### config.mk
export PLATFORM = sky130hd
export DESIGN_NAME = trace_capture_fifo
export DESIGN_NICKNAME = d
export VERILOG_FILES = /design/src/rtl/trace_capture_fifo.sv
export SDC_FILE = /design/constraint.sdc
export NUM_CORES = 1
export LEC_CHECK = 0
export BUFFER_PORTS_ARGS = -buffer_cell sky130_fd_sc_hd__buf_2
export CORE_ASPECT_RATIO = 1.2
export CORE_MARGIN = 5
export CORE_UTILIZATION = 49
export DETAILED_ROUTE_END_ITERATION = 6
export MAX_ROUTING_LAYER = met4
export PLACE_DENSITY = 0.76
export SLEW_MARGIN = 0
export SYNTH_ARGS = -nofsm -noshare
export SYNTH_HDL_FRONTEND = slang
export SYNTH_SLANG_ARGS = --single-unit
### constraint.sdc
create_clock -name clk -period 6.45 [get_ports clk]
set_input_delay 1.6125 -clock clk [delete_from_list [all_inputs] [get_ports clk]]
set_output_delay 1.6125 -clock clk [all_outputs]
set_load 0.02 [all_outputs]
### src/rtl/trace_capture_fifo.sv
// trace_capture_fifo: tags each CDC word pulse with a saturating inter-arrival
// cycle delta and buffers {delta, data} in a first-word-fall-through FIFO.
// Occupancy is tracked in a count register, and full/empty are decoded from it.
// Drops, underflow and a saturating drop counter support host-side diagnosis.
module trace_capture_fifo #(
    parameter int pDATA_WIDTH = 8,
    parameter int pTS_WIDTH   = 16,
    parameter int pDEPTH      = 16,
    parameter int pDROP_WIDTH = 8
) (
    input  logic                             clk,
    input  logic                             reset_n,
    input  logic                             clear_i,
    input  logic                             in_pulse,
    input  logic [pDATA_WIDTH-1:0]           in_data,
    input  logic                             rd_en,
    output logic [pTS_WIDTH+pDATA_WIDTH-1:0] rd_data,
    output logic                             empty,
    output logic                             full,
    output logic [$clog2(pDEPTH):0]          count,
    output logic                             overflow,
    output logic                             underflow,
    output logic [pDROP_WIDTH-1:0]           drop_count
);

    localparam int AW = $clog2(pDEPTH);
    localparam int CW = AW + 1;
    localparam int EW = pTS_WIDTH + pDATA_WIDTH;

    logic [EW-1:0]          mem_q [pDEPTH];
    logic [AW-1:0]          wr_ptr_q, wr_ptr_d;
    logic [AW-1:0]          rd_ptr_q, rd_ptr_d;
    logic [CW-1:0]          count_q, count_d;
    logic [pTS_WIDTH-1:0]   delta_q, delta_d;
    logic                   overflow_q, overflow_d;
    logic                   underflow_q, underflow_d;
    logic [pDROP_WIDTH-1:0] drop_q, drop_d;

    logic empty_w, full_w;
    logic wr_acc, rd_acc, drop_w, mem_we;

    assign empty_w = (count_q == '0);
    assign full_w  = (count_q == CW'(pDEPTH));

    // A write while full is still accepted when the head is popped in the same
    // cycle; the tail slot equals the head slot then, and the head has already
    // been presented combinationally before the edge overwrites it.
    assign wr_acc = in_pulse && (!full_w || rd_en);
    assign rd_acc = rd_en && !empty_w;
    assign drop_w = in_pulse && full_w && !rd_en;
    assign mem_we = wr_acc && !clear_i;

    // Next-state for pointers, occupancy, delta timer and diagnostics.
    always_comb begin
        wr_ptr_d    = wr_ptr_q;
        rd_ptr_d    = rd_ptr_q;
        count_d     = count_q;
        delta_d     = (delta_q == '1) ? delta_q : delta_q + 1'b1;
        overflow_d  = overflow_q;
        underflow_d = underflow_q;
        drop_d      = drop_q;

        if (clear_i) begin
            wr_ptr_d    = '0;
            rd_ptr_d    = '0;
            count_d     = '0;
            delta_d     = '0;
            overflow_d  = 1'b0;
            underflow_d = 1'b0;
            drop_d      = '0;
        end else begin
            if (wr_acc) begin
                wr_ptr_d = wr_ptr_q + 1'b1;
                delta_d  = pTS_WIDTH'(1);
            end
            if (rd_acc) begin
                rd_ptr_d = rd_ptr_q + 1'b1;
            end
            case ({wr_acc, rd_acc})
                2'b10:   count_d = count_q + 1'b1;
                2'b01:   count_d = count_q - 1'b1;
                default: count_d = count_q;
            endcase
            if (rd_en && empty_w) begin
                underflow_d = 1'b1;
            end
            if (drop_w) begin
                overflow_d = 1'b1;
                if (drop_q != '1) begin
                    drop_d = drop_q + 1'b1;
                end
            end
        end
    end

    // Control state registers with asynchronous reset.
    always_ff @(posedge clk or negedge reset_n) begin
        if (!reset_n) begin
            wr_ptr_q    <= '0;
            rd_ptr_q    <= '0;
            count_q     <= '0;
            delta_q     <= '0;
            overflow_q  <= 1'b0;
            underflow_q <= 1'b0;
            drop_q      <= '0;
        end else begin
            wr_ptr_q    <= wr_ptr_d;
            rd_ptr_q    <= rd_ptr_d;
            count_q     <= count_d;
            delta_q     <= delta_d;
            overflow_q  <= overflow_d;
            underflow_q <= underflow_d;
            drop_q      <= drop_d;
        end
    end

    // Storage array; contents need no reset because empty masks rd_data.
    always_ff @(posedge clk) begin
        if (mem_we) begin
            mem_q[wr_ptr_q] <= {delta_q, in_data};
        end
    end

    assign rd_data    = empty_w ? '0 : mem_q[rd_ptr_q];
    assign empty      = empty_w;
    assign full       = full_w;
    assign count      = count_q;
    assign overflow   = overflow_q;
    assign underflow  = underflow_q;
    assign drop_count = drop_q;

endmodule

==> impl_metrics.py <==
metrics = {
    "synth": {
        "ys_top_cells_by_count": "edfxtp_1 (384), mux4_2 (96), mux2i_1 (53)",
        "ys_top_cells_by_area": "edfxtp_1 (68%), mux4_2 (13%), dfrtp_1 (5.8%), mux2i_1 (3.1%), o22ai_1 (0.89%)",
        "synth.most_common_cell": "edfxtp_1",
        "yosys_most_used_dff": "edfxtp_1",
        "netlist_instances": 874,
        "synth-warning-count": 0,
        "syn_nets": 896,
        "syn_area_per_cell_sq_um": 19.4,
        "ys_ff_latch": 423,
        "yosysSeqAreaShare_pct": 73.8,
        "syn_area_sq_mm": 0.0170,
        "synth_area_leader_cell": "edfxtp_1",
        "synth.distinct_cells": 52,
        "synth_edf_count": 384,
        "yosysTopAreaCellShare_pct": 68.0,
        "async_flop_share_pct": 9.22,
    },
    "sta": {
        "fin_crit_ns": 4.73,
        "clock.fmax_mhz": 211,
        "setup_tns_ns": 0,
        "drv_slew": 0,
        "slew-limit-headroom_pct": 29.1,
        "min_period_over_period_pct": 73.3,
        "rsz0062_at_grt": "no",
        "setup_viol_count_final": 0,
        "skew_ns": 0.0132,
        "hold_viol": 0,
        "worst_slew_pin_slew_ns": 1.06,
    },
    "global_route": {
        "track_usage_pct": 18.0,
        "first_global_vias": 8902,
        "grt_overflow": 0,
        "grt_pass1_wl_microns": 52100,
        "antenna_found_initial": 0,
        "grt_max_degree": 51,
    },
    "drt": {
        "drt-total-wl_microns": 33200,
        "via_count": 8505,
        "drt_iter0_drc": 817,
        "dr.pass1.iters": 5,
        "ant_nets": 0,
        "vias_per_cell": 6.00,
        "drc": 0,
        "route.detailed.wl_per_inst_microns": 23.4,
    },
    "min_path": {
        "min_path_cells": 2,
        "worstHoldStart": "overflow",
        "hold_class": "reg2reg",
        "hold_end": "overflow",
    },
    "place": {
        "postPlaceCellArea_sq_mm": 0.0178,
        "gp_congestion": 0.783,
        "dpl.hpwl_microns": 18500,
        "port_buffers": 53,
    },
    "floorplan": {
        "io_pins": 54,
        "die_w_microns": 180,
        "row_count": 74,
        "initial_utilization_pct": 49.8,
        "dieArea_sq_mm": 0.0384,
        "die_y_microns": 214,
        "coreArea_sq_mm": 0.0341,
    },
    "clock_network": {
        "cts_made_buffers": 41,
        "cts-root-buf": "clkbuf_16",
        "clkTransAtPathRegs_ns": 0.06,
        "cts_resized": 0,
        "postCtsSetupRepairBufs": 0,
        "cts_tree": "built",
        "cts.sinks": 423,
        "clock_latency_ns": 0.53,
        "clk_path_buf_depth": 3,
        "ctsHoldBuffers": 0,
        "h-tree-depth": 2,
    },
    "outcome": {
        "status": "finished, final reports clean",
    },
    "critical_path": {
        "reg2reg_depth": 4,
        "ff2ff_setup_slack_ns": 3.29,
        "cp-start-kind": "register",
        "end_kind": "output pin",
        "cp_max_fo": 24,
        "critical_path_required_ns": 4.84,
        "arrival_ns": 3.12,
        "r2r_end": "mem_q[9][5]",
        "critPathKind": "reg2out",
        "r2r_start": "count[4]",
    },
    "finish": {
        "num-fill-cells": 2583,
        "drive_above_1_share_pct": 24.7,
        "fin_util_pct": 55.8,
        "diodes": 0,
        "multi_input_area_sq_mm": 0.00433,
        "area_growth_pct": 12.2,
        "postLayoutCellArea_sq_mm": 0.0190,
        "finalNetCount": 953,
        "regArea_sq_mm": 0.0125,
    },
    "run": {
        "maxCapViolCount": 0,
    },
    "pwr": {
        "ir_worst_vdd_v": 0.000275,
        "pwr_density_cell_mw_per_mm2": 343,
        "p_leak_uw": 0.00610,
    },
}
cells in the final DEF, fill, tap and decap left out, types with 4 or more instances in the layout:
cell type and n:
edfxtp_1 384, mux4_2 96, mux2i_1 53, buf_2 53, clkbuf_16 41, dfrtp_1 36
o22ai_1 24, a21oi_1 23, nor2_1 19, nand2_1 18, nand3_1 18, nor2_4 16
clkinv_1 11, nor3_1 11, inv_1 10, or3_1 10, o21ai_0 10, clkbuf_1 10
ha_1 9, nor4_1 7, or4_1 7, a211oi_1 6, o31ai_1 6, nor2b_1 5
buf_4 5, o211ai_1 4, nand4_1 4, clkinv_2 4
routing by layer:
metal	vias up	global-route usage, %	routed length, microns
met3	54	2.60	1830
met1	4430	24.3	13800
li1	3730	-	-
met2	291	29.5	16900
met5	-	-	0
met4	0	4.52	685
worst max-delay path, stage by stage, from the launching register on:
cell	delay (ns)
dfrtp_1	0.50
or4_4	0.63
nor2_1	0.25
or2_2	0.66
o22ai_1	0.28
buf_2	0.24
through the flow:
step                      setup WS [ns]  std cells  hold slack (ns)  power, uW
final                              1.72       1418            0.498       6530
after CTS                          1.65       1418            0.502       6590
after global placement             2.21       1344            0.478       4350
after floorplan                    2.29        874            0.556       4030
after detailed placement           2.13       1344            0.487       4370
after global routing               1.50       1418            0.570       6790
power by group:
part | switching, uW | internal [uW]
Combinational | 652 | 504
Clock | 973 | 1270
Sequential | 118 | 3020
how the worst max path moves through the flow:
stage | startpoint | to | cells past startpoint
after floorplan | in_pulse | mem_q[12][0] | 5
after global placement | rd_ptr_q[0] | rd_data[2] | 5
after detailed placement | in_pulse | mem_q[8][6] | 5
after CTS | rd_ptr_q[0] | rd_data[2] | 5
after global routing | rd_ptr_q[0] | rd_data[2] | 5
final | count[1] | rd_data[18] | 5
area by class of cell:
| class | count | share of cell area [%] |
|---|---|---|
| sequential | 423 | 65.8 |
| multi-input combinational | 395 | 22.8 |
| clock buffer | 52 | 5.66 |
| tap | 456 | 3.00 |
| timing repair buffer | 59 | 1.70 |
| clock inverter | 22 | 0.881 |
| inverter | 11 | 0.217 |
flip-flops by register name, indices dropped and copies added, names as in the netlist:
| register | cells |
|---|---|
| count | 5 |
| delta_q | 16 |
| drop_count | 8 |
| mem_q | 384 |
| overflow | 1 |
| rd_ptr_q | 4 |
| underflow | 1 |
| wr_ptr_q | 4 |
kinds of logic after synthesis:
group / count (synthesis) / synth area share, %
DFF: 423 / 73.8
buffers and inverters: 56 / 1.41
xor gates and xnor gates: 6 / 0.310
muxes: 151 / 16.0
AOI/OAI and AO/OA: 93 / 3.53
adders and majority gates: 9 / 0.664
and+or+nand+nor: 136 / 4.27
Note: power is estimated with default switching activity, not from simulation.
